**config.mk**
```make
export PLATFORM = sky130hd
export DESIGN_NAME = dual_priority_decoder
export DESIGN_NICKNAME = d
export VERILOG_FILES = /design/src/rtl/dual_priority_decoder.sv
export SDC_FILE = /design/constraint.sdc
export NUM_CORES = 1
export LEC_CHECK = 0
export ABC_AREA = 1
export BUFFER_PORTS_ARGS = -buffer_cell sky130_fd_sc_hd__buf_2
export CAP_MARGIN = 20
export CORE_ASPECT_RATIO = 0.8
export CORE_UTILIZATION = 54
export DETAILED_ROUTE_END_ITERATION = 6
export HOLD_SLACK_MARGIN = 0.1
export PLACE_DENSITY = 0.79
export SYNTH_ARGS = -nofsm -noshare
export SYNTH_HDL_FRONTEND = slang
export SYNTH_SLANG_ARGS = --single-unit
```
**constraint.sdc**
```tcl
create_clock -name clk -period 1.45 [get_ports clk]
set_input_delay 0.2175 -clock clk [delete_from_list [all_inputs] [get_ports clk]]
set_output_delay 0.2175 -clock clk [all_outputs]
set_load 0.01 [all_outputs]
```
**src/rtl/dual_priority_decoder.sv**
```systemverilog
// dual_priority_decoder: rebuilds a request vector from two encoded indices into a 2-entry FIFO.
// Optional malformed-word checking and error counting is enabled by macro DPD_CHECK_EN.
`default_nettype none

module dual_priority_decoder #(
   parameter int REQ_WIDTH = 12,
   parameter int IDX_W     = $clog2(REQ_WIDTH)
) (
   input  logic                 clk,
   input  logic                 reset,
   input  logic                 in_valid,
   output logic                 in_ready,
   input  logic [IDX_W-1:0]     in_first,
   input  logic [IDX_W-1:0]     in_second,
   input  logic                 in_second_vld,
   output logic                 out_valid,
   input  logic                 out_ready,
   output logic [REQ_WIDTH-1:0] out_req,
   output logic                 out_err,
   output logic [7:0]           err_cnt
);

   typedef enum logic [1:0] {
      EMPTY = 2'd0,
      ONE   = 2'd1,
      FULL  = 2'd2
   } state_t;

   state_t                 state;
   state_t                 state_nxt;
   logic                   push;
   logic                   pop;
   logic [REQ_WIDTH-1:0]   dec_req;
   logic                   dec_err;
   logic [REQ_WIDTH-1:0]   head_req;
   logic [REQ_WIDTH-1:0]   tail_req;
   logic                   head_err;
   logic                   tail_err;

   assign push = in_valid && in_ready;
   assign pop  = (state != EMPTY) && out_ready;

   // Indices at or above REQ_WIDTH match no loop position, so they add no bit.
   always_comb begin
      dec_req = '0;
      for (int i = 0; i < REQ_WIDTH; i++) begin
         if ((in_first == IDX_W'(i)) || (in_second_vld && (in_second == IDX_W'(i)))) begin
            dec_req[i] = 1'b1;
         end
      end
   end

`ifdef DPD_CHECK_EN
   always_comb begin
      dec_err = (int'(in_first) >= REQ_WIDTH)
             || (in_second_vld && (int'(in_second) >= REQ_WIDTH))
             || (in_second_vld && (in_second >= in_first));
   end

   always_ff @(posedge clk) begin
      if (reset) begin
         err_cnt <= 8'd0;
      end else if (push && dec_err && (err_cnt != 8'hFF)) begin
         err_cnt <= err_cnt + 8'd1;
      end
   end
`else
   assign dec_err = 1'b0;
   assign err_cnt = 8'd0;
`endif

   always_comb begin
      state_nxt = state;
      case (state)
         EMPTY: if (push) state_nxt = ONE;
         ONE: begin
            if (push && !pop)      state_nxt = FULL;
            else if (pop && !push) state_nxt = EMPTY;
         end
         FULL:  if (pop) state_nxt = ONE;
         default: state_nxt = EMPTY;
      endcase
   end

   always_ff @(posedge clk) begin
      if (reset) begin
         state    <= EMPTY;
         in_ready <= 1'b0;
         head_req <= '0;
         tail_req <= '0;
         head_err <= 1'b0;
         tail_err <= 1'b0;
      end else begin
         state    <= state_nxt;
         // Registered ready: a pop from FULL frees a slot only from the next cycle on.
         in_ready <= (state_nxt != FULL);
         case (state)
            EMPTY: begin
               if (push) begin
                  head_req <= dec_req;
                  head_err <= dec_err;
               end
            end
            ONE: begin
               if (push && pop) begin
                  head_req <= dec_req;
                  head_err <= dec_err;
               end else if (push) begin
                  tail_req <= dec_req;
                  tail_err <= dec_err;
               end
            end
            FULL: begin
               if (pop) begin
                  head_req <= tail_req;
                  head_err <= tail_err;
               end
            end
            default: ;
         endcase
      end
   end

   assign out_valid = (state != EMPTY);
   assign out_req   = out_valid ? head_req : '0;
   assign out_err   = out_valid && head_err;

endmodule

`default_nettype wire

```
# After elaboration in Yosys (flattened, before gate mapping)
# Index checks and enable logic that the tools add are counted.
[totals]
ff_bits = 28
in_bits = 13
output_inout_bits = 23
elab_cells = 99
[classes]
eq_ne = 28
muxes = 26
bitwise_logic = 1
reduce_logical = 39
[ops]
columns = ["operator", "n"]
rows = [
  ["two-way mux 12 bit", 4],
  ["case mux 12 bit (3 select lines)", 1],
  ["equality test 4 x 3 -> 1 bit, second input constant", 8],
  ["equality test 4 bit, second input constant", 8],
  ["logical AND 1 bit", 18],
  ["equality test 4 x 2 -> 1 bit, second input constant", 4],
  ["two-way mux 1 bit", 15],
  ["logical OR 1 bit", 12],
  ["equality test 4 x 1 -> 1 bit, second input constant", 2],
  ["logical NOT 4 bit", 2],
  ["two-way mux 2 bit", 4],
  ["inequality test 2 bit, second input constant", 4],
  ["case mux 2 bit (3 select lines)", 1],
  ["AND reduction 4 bit", 1],
  ["case mux 1 bit (3 select lines)", 1],
  ["AND reduction 3 bit", 1],
  ["nonzero test 3 bit", 1],
  ["equality test 2 x 1 -> 1 bit, second input constant", 1],
  ["equality test 2 bit, second input constant", 1],
  ["logical NOT 1 bit", 2],
  ["logical NOT 2 bit", 1],
  ["nonzero test 2 bit", 1],
  ["NOT 1 bit", 1],
]

# Depth between registers and ports, before layout
# Gate-level depths: netlist of run 1.
[depth]
ltp_word = 7
depth_mapped = 8
depth_no_buf = 7

# Least setup slack after synthesis of run 1
# OpenSTA, ideal clock, no wires.
[synth_timing]
kind = "flip-flop to output port"
from = "register state[0]"
to = "output out_req[0]"
t_arrival_ps = 989
required_ps = 1233
setup_slack_ps = 244
stages_incl_launch_ff = 6
n_path_buf = 1
path_cell_list = "dfxtp_1 -> inv_2 -> nand2_4 -> inv_1 -> clkbuf_1 -> nor2_1"
[synth_via]
elab_chain_cells = 2
[synth_lines]
columns = ["item", "line_no", "source"]
rows = [
  ["start, declared", "29", "state_t state;"],
  ["start signal, assigned", "94", "state <= state_nxt;"],
  ["nonzero test 2 bit", "124", "assign out_valid = (state != EMPTY);"],
  ["named net out_valid", "16", "output logic out_valid,"],
  ["two-way mux 12 bit", "125", "assign out_req = out_valid ? head_req : '0;"],
  ["end, declared", "18", "output logic [REQ_WIDTH-1:0] out_req,"],
]
# The timed path passes the listed nets, and every way through them passes these cells.

# Final worst setup path of run 1
[layout_timing]
from = "register state[0]"
to = "output out_req[11]"
[layout_via]
elab_chain_cells = 2
[layout_lines]
columns = ["item", "line_no"]
rows = [
  ["nonzero test 2 bit", "124"],
  ["two-way mux 12 bit", "125"],
]
# Every way passes these cells.

==> run summary, run 1 <==
LAYOUT
----------------------------------------------------------------------------------------
Fill cell instance count of the final layout                                         279
Antenna cell count                                                                     0
Synth-to-layout area growth                                                        12.0%
Fraction of layout cells with a size suffix above 1                                19.0%
Area of all placed cells without fillers                                        1860 um2
Number of nets in the final layout                                                   304

CRITICAL PATH
----------------------------------------------------------------------------------------
Worst Setup SP                                                                  state[0]
Critical path destination                                                    out_req[11]
Arrival time of data at the critical path endpoint                               1190 ps
Largest driver fanout on the critical path                                             6
Critical path capture point type                                             output port
FF-to-FF End                                                                tail_req[10]
Nature of the critical path startpoint                                         flip-flop
Worst Path Required                                                              1230 ps
Type of the setup path with the least slack                                 flip-flop to output port
Reg-to-reg setup timing slack                                                     210 ps
Register-to-Register Path Depth                                                        6
Start of the worst register-to-register path                                    state[1]

CLOCK NETWORK
----------------------------------------------------------------------------------------
Number of hold buffers added after CTS                                                 0
Bufs on Longest Clock Path                                                             2
H-tree depth                                                                           1
Clk slew on worst S/H paths                                                        90 ps
Clock root buffer master                                                        clkbuf_8
Clock tree from TritonCTS                                                           done
CTS buffer count                                                                       3
Clock network latency to the later pin of the worst-skew pair                     280 ps
Sink Count                                                                            27

GRT
----------------------------------------------------------------------------------------
Initial antenna violation count                                                        0
Met1 Usage GRT                                                                     30.8%
Pin count of the biggest net entering global routing                                  20
Global-route wire length before repair                                           5730 um
Met2 demand-to-capacity share in global routing                                    37.6%
Peak-usage layer in the global routing report                                       met2
Gr usage total                                                                     22.8%
GRT overflow                                                                           0
Vias in the first global route                                                      1297
Grt met3 use                                                                       3.95%

DIE
----------------------------------------------------------------------------------------
Core outline area                                                               2830 um2
Floorplan die area                                                              3300 um2
Effective utilization at floorplan                                                 58.6%
Vertical extent of the die                                                       51.6 um
Top-level port count                                                                  36
Die Wd                                                                           64.0 um
Site row count                                                                        17

SYNTHESIS
----------------------------------------------------------------------------------------
Seq/Total Area, Yosys                                                              32.6%
Syn avg cell area                                                               6.28 um2
Yosys top cell by area                                                           dfxtp_1
Most frequent cell after synthesis                                               nand2_1
Commonest register cell after synthesis                                          dfxtp_1
Fraction of post-synthesis cell area in the top cell type by area                  32.6%
Ranking of synthesized cells by instance count                              84 x nand2_1, 44 x nor2_1, 33 x inv_1
Area contributors post-synth                                                dfxtp_1 33%, nand2_1 19%, nor2_1 10%
Distinct cell type count of the synthesized netlist                                   19
Yosys warning total                                                                    0
Cell area after synthesis                                                       1660 um2
Count of flip-flops with a built-in enable after synthesis                             0
Post-Synthesis Cells                                                                 264
Count of state elements after synthesis                                               27
Async set or reset register ratio after synthesis                                     0%

ROUTE
----------------------------------------------------------------------------------------
Total detailed-routing wirelength                                                3430 um
Detailed-routing iteration count for the pre-antenna-repair pass                       4
Initial drt markers                                                                   78
Vias per cell                                                                       4.80
Total via count after detailed routing                                              1575
Number of nets with antenna violations after detailed routing                          0
Average wire length per cell after detail routing                                10.4 um
DRC violation count after routing                                                      0

POWER AND IR DROP
----------------------------------------------------------------------------------------
Cell leakage power                                                              0.880 nW
Worst vdd rail ir drop                                                            364 uV
Pwr/cell area                                                                 804 nW/um2

PLACE
----------------------------------------------------------------------------------------
Port Buf Inserts                                                                      26
Dpl cell area                                                                   1750 um2
Placer congestion estimate                                                         0.889
Total half-perimeter wirelength after legalization and detailed placement        2440 um

WORST HOLD PATH
----------------------------------------------------------------------------------------
Hold/Removal Path Class                                                     primary input to flip-flop

STA
----------------------------------------------------------------------------------------
Number of hold-slack violations in the final timing report                             0
Number of slew-limit violations in the final report                                    0
Maximum clock frequency                                                          711 MHz
Shortest period the worst path allows                                            1410 ps
Final setup violation count                                                            0
Final setup skew                                                                 2.97 ps
Setup TNS                                                                           0 ps
Post-route worst hold slack                                                       254 ps
Unrepaired setup endpoints after global routing                                      yes
Final period utilization                                                           96.9%

STATUS
----------------------------------------------------------------------------------------
Outcome                                                                     finished clean

FLOW RUN
----------------------------------------------------------------------------------------
Max-cap violations                                                                     0

-- power by group --
group          leakage, nW  internal [mW]  switching [mW]  total, mW
registers            0.221          0.769          0.0107      0.779
logic                0.637         0.0889           0.184      0.273
clock network       0.0217          0.196           0.247      0.442
total                0.880           1.05           0.441       1.49
-- cell families after synthesis --
kind of cell,count (synthesis),share of synthesized area (%)
other,1,0.226
AO/OA/AOI/OAI,33,11.3
buffers and inverters,53,15.6
AND/OR/NAND/NOR,150,40.3
flip-flops,27,32.6
-- worst max-delay path, cell delays in order (launching register included) --
cell and delay [ps]:
dfxtp_4 390, inv_6 50, nand2_8 80, clkinvlp_4 140
nor2_1 120, buf_2 140
-- how the worst min path moves through the flow --
stage               slack [ps]  depth (start not counted)           to        start
CTS                        260                          4     state[0]     in_valid
global route               300                          4     state[0]     in_valid
finish                     250                          4     state[0]     in_valid
global placement           450                          2  tail_req[4]  tail_req[4]
detailed placement         460                          2  tail_req[4]  tail_req[4]
floorplan                  390                          3  tail_req[0]    out_ready
-- layout by cell type, fill, tap and decap left out, drive strengths merged --
cell      Yosys  routed
nor3          1       1
clkinvlp      0       3
inv          35      34
dfxtp        27      27
conb          1       9
nor2         44      44
buf          15      31
clkbuf        3       3
nand2        89      89
a21oi        27      27
o21ai         6       6
nand3        16      16
-- timing repair --
action | CTS | global route
gates cloned | 1 | 0
pin swaps | 1 | 2
buffers inserted | 2 | 1
setup endpoints to repair | 12 | 12
resized for setup | 4 | 5
-- per-stage QoR --
stage          power [mW]  instances  setup slack (ps)  util, %
5_1_grt              1.57        328             -13.7     65.7
4_1_cts              1.49        327              11.2     64.8
2_1_floorplan        1.01        272               244        -
6_report             1.49        328              44.5     65.7
3_3_place_gp         1.05        320               242     62.0
3_5_place_dp         1.05        320               213     62.0
-- registers in the layout, indices dropped and copies added (netlist names) --
| signal | count |
|---|---|
| head_req | 12 |
| state | 2 |
| in_ready | 1 |
| tail_req | 12 |
-- layout make-up --
type	instances	area, um2	share of cell area [%]
clock buffer	3	41.3	2.22
timing repair inverter	1	7.51	0.404
tap	38	47.5	2.56
sequential	27	546	29.4
timing repair buffer	31	168	9.02
inverter	35	143	7.68
multi-input combinational	192	898	48.4
clock inverter	1	7.51	0.404
-- metal layers --
layer / wire, um / part of all wire [%]
met1: 1720 / 50
met2: 1480 / 43
met3: 196 / 5.7
met4: 31 / 0.90
met5: 0 / 0
No activity file was read; power rests on OpenSTA's default activity.
==> run 2, diff against run 1 <==
--- a/config.mk
+++ b/config.mk
@@ -8,11 +8,14 @@
 export ABC_AREA = 1
 export BUFFER_PORTS_ARGS = -buffer_cell sky130_fd_sc_hd__buf_2
 export CAP_MARGIN = 20
+export CELL_PAD_IN_SITES_DETAIL_PLACEMENT = 1
+export CELL_PAD_IN_SITES_GLOBAL_PLACEMENT = 2
 export CORE_ASPECT_RATIO = 0.8
-export CORE_UTILIZATION = 54
+export CORE_UTILIZATION = 28
+export CTS_CLUSTER_SIZE = 20
 export DETAILED_ROUTE_END_ITERATION = 6
 export HOLD_SLACK_MARGIN = 0.1
-export PLACE_DENSITY = 0.79
+export PLACE_DENSITY_LB_ADDON = 0.1
 export SYNTH_ARGS = -nofsm -noshare
 export SYNTH_HDL_FRONTEND = slang
 export SYNTH_SLANG_ARGS = --single-unit
==> run 2 against run 1 <==
Hold slack worse by 1.7 ps. Clock skew is 3.9 ps higher. Non-clock buffer count is 3 higher. First-iteration DRC count is 27% lower. Highest routed layer unchanged. Sequential share of layout area is 1.2 points lower. Largest cell class unchanged. Global-route usage is 7.7 points lower. Register-to-register slack better by 20 ps. Via count is 0.38% higher.
==> run summary, run 2 (same netlist as run 1, synthesis figures left out) <==
PLACE
----------------------------------------------------------------------------------------
Port Buf Inserts                                                                      26
Total half-perimeter wirelength after legalization and detailed placement        3340 um
Pre-CTS setup slack                                                               209 ps
Cells after DPL                                                                      363
Placer congestion estimate                                                         0.773

ROUTE
----------------------------------------------------------------------------------------
Average wire length per cell after detail routing                                11.5 um
DRC violation count after routing                                                      0
Vias per cell                                                                       4.27
Initial drt markers                                                                   57
Detailed-routing iteration count for the pre-antenna-repair pass                       4
Total via count after detailed routing                                              1581
Number of nets with antenna violations after detailed routing                          0
Total detailed-routing wirelength                                                4250 um

CRITICAL PATH
----------------------------------------------------------------------------------------
Cells traversed along the worst timing path                                 inv_4, nand2_4, inv_2, buf_12, nor2_1, buf_2
Peak per-stage delay on the critical path                                         360 ps
Reg-to-reg setup timing slack                                                     230 ps
Start of the worst register-to-register path                                    state[0]
FF-to-FF End                                                                 head_req[0]
Nature of the critical path startpoint                                         flip-flop
CP top delay family                                                         buffers and inverters
Worst Path Required                                                              1230 ps
Arrival time of data at the critical path endpoint                               1170 ps
Critical path capture point type                                             output port
Crit path buf inv count                                                                4
Largest driver fanout on the critical path                                            12
Type of the setup path with the least slack                                 flip-flop to output port
Register-to-Register Path Depth                                                        8
Worst path slowest cell                                                          dfxtp_2

STA
----------------------------------------------------------------------------------------
Post-route worst hold slack                                                       252 ps
Shortest period the worst path allows                                            1390 ps
Unrepaired setup endpoints after global routing                                      yes
Number of hold-slack violations in the final timing report                             0
Maximum clock frequency                                                          720 MHz
Final setup violation count                                                            0
Final setup skew                                                                 6.91 ps
Post-route worst setup slack                                                     61.6 ps
Final period utilization                                                           95.8%
Number of slew-limit violations in the final report                                    0

CLOCK NETWORK
----------------------------------------------------------------------------------------
Clock network latency to the later pin of the worst-skew pair                     280 ps
Sink Count                                                                            27
CTS buffer count                                                                       3
Clock tree from TritonCTS                                                           done
Clk slew on worst S/H paths                                                       100 ps
Clock root buffer master                                                        clkbuf_8
H-tree depth                                                                           1
Number of hold buffers added after CTS                                                 0
Bufs on Longest Clock Path                                                             2

LAYOUT
----------------------------------------------------------------------------------------
Commonest non-fill, non-tap cell in the layout                                   nand2_1
Highest-count cells in the layout ignoring fill and taps                    84 x nand2_1, 40 x nor2_1, 32 x inv_1
Post-route non-filler standard cell count                                            370
Number of nets in the final layout                                                   306
Top flop regs                                                               head_req x12, tail_req x12, state x2
Antenna cell count                                                                     0
Fraction of layout cells with a size suffix above 1                                20.5%
Fill cell instance count of the final layout                                         777
Synth-to-layout area growth                                                        16.9%

FLOW RUN
----------------------------------------------------------------------------------------
Max-cap violations                                                                     0

WORST HOLD PATH
----------------------------------------------------------------------------------------
Critical hold path startpoint                                                   in_valid
Hold/Removal Path Class                                                     primary input to flip-flop
Number of cells traversed by the worst hold path                                       4
End point of the most critical hold path                                        state[0]

GRT
----------------------------------------------------------------------------------------
Vias in the first global route                                                      1465
Initial antenna violation count                                                        0
Pin count of the biggest net entering global routing                                  20
GRT overflow                                                                           0
Gr usage total                                                                     15.1%
Global-route wire length before repair                                           7270 um

POWER AND IR DROP
----------------------------------------------------------------------------------------
Pwr/cell area                                                                 777 nW/um2
Total Power Consumption                                                          1.51 mW
Cell leakage power                                                              0.907 nW
Worst vdd rail ir drop                                                            258 uV

DIE
----------------------------------------------------------------------------------------
Floorplan die area                                                              6240 um2
Site row count                                                                        24
Top-level port count                                                                  36
Vertical extent of the die                                                       70.9 um
Core outline area                                                               5590 um2
Effective utilization at floorplan                                                 29.7%
Die Wd                                                                           88.1 um

STATUS
----------------------------------------------------------------------------------------
Outcome                                                                     finished clean

## run 2: changes by cell type in the layout (fill, tap and decap cells not counted), sizes merged
cell	before	now
inv	34	35
clkbuf	3	4
clkinvlp	3	0
buf	31	34
## run 2: metrics by stage
| stage | instance area, um2 | setup TNS (ps) | util [%] |
|---|---|---|---|
| floorplan | 1690 | 0 | - |
| global placement | 1850 | 0 | 33.2 |
| detailed placement | 1850 | 0 | 33.2 |
| CTS | 1920 | 0 | 34.3 |
| global route | 1940 | -38.1 | 34.7 |
| finish | 1940 | 0 | 34.7 |
## run 2: cell type report
| type | count | area (um2) | area share (%) |
|---|---|---|---|
| Clock buffer | 4 | 45.0 | 2.32 |
| Inverter | 35 | 136 | 7.03 |
| Multi-Input combinational cell | 192 | 900 | 46.4 |
| Sequential cell | 27 | 546 | 28.1 |
| Tap cell | 78 | 97.6 | 5.03 |
| Timing Repair Buffer | 34 | 215 | 11.1 |
## run 2: how the worst max path moves through the flow
stage | startpoint | to | slack [ps] | depth (start not counted)
global route | state[0] | out_req[2] | -10 | 6
floorplan | state[0] | out_req[0] | 240 | 5
global placement | in_second[3] | head_req[7] | 220 | 6
finish | state[0] | out_req[1] | 60 | 6
CTS | state[0] | out_req[5] | 2 | 6
detailed placement | state[1] | tail_req[2] | 210 | 6
## run 2: where the power goes
group | switching, mW | internal (mW)
Combinational | 0.192 | 0.0943
Clock | 0.247 | 0.197
Sequential | 0.00965 | 0.768
## run 2: what timing repair did
item / in CTS / in global routing
cloned: 0 / 0
gates resized for setup: 3 / 7
buffers inserted: 2 / 1
endpoints found under the setup margin: 12 / 12
## run 2: worst min-delay path, delay by kind of cell
kind                   cells  cell delay, ps
AO/OA/AOI/OAI              2             120
buffers and inverters      1             110
AND/OR/NAND/NOR            1              50
## run 2: routing by layer
layer	vias to the layer above	share of wire [%]	track usage, %
li1	836	-	-
met5	-	0	0
met4	0	0.35	2.15
met3	2	3.6	3.15
met2	26	44	24.0
met1	717	52	21.5
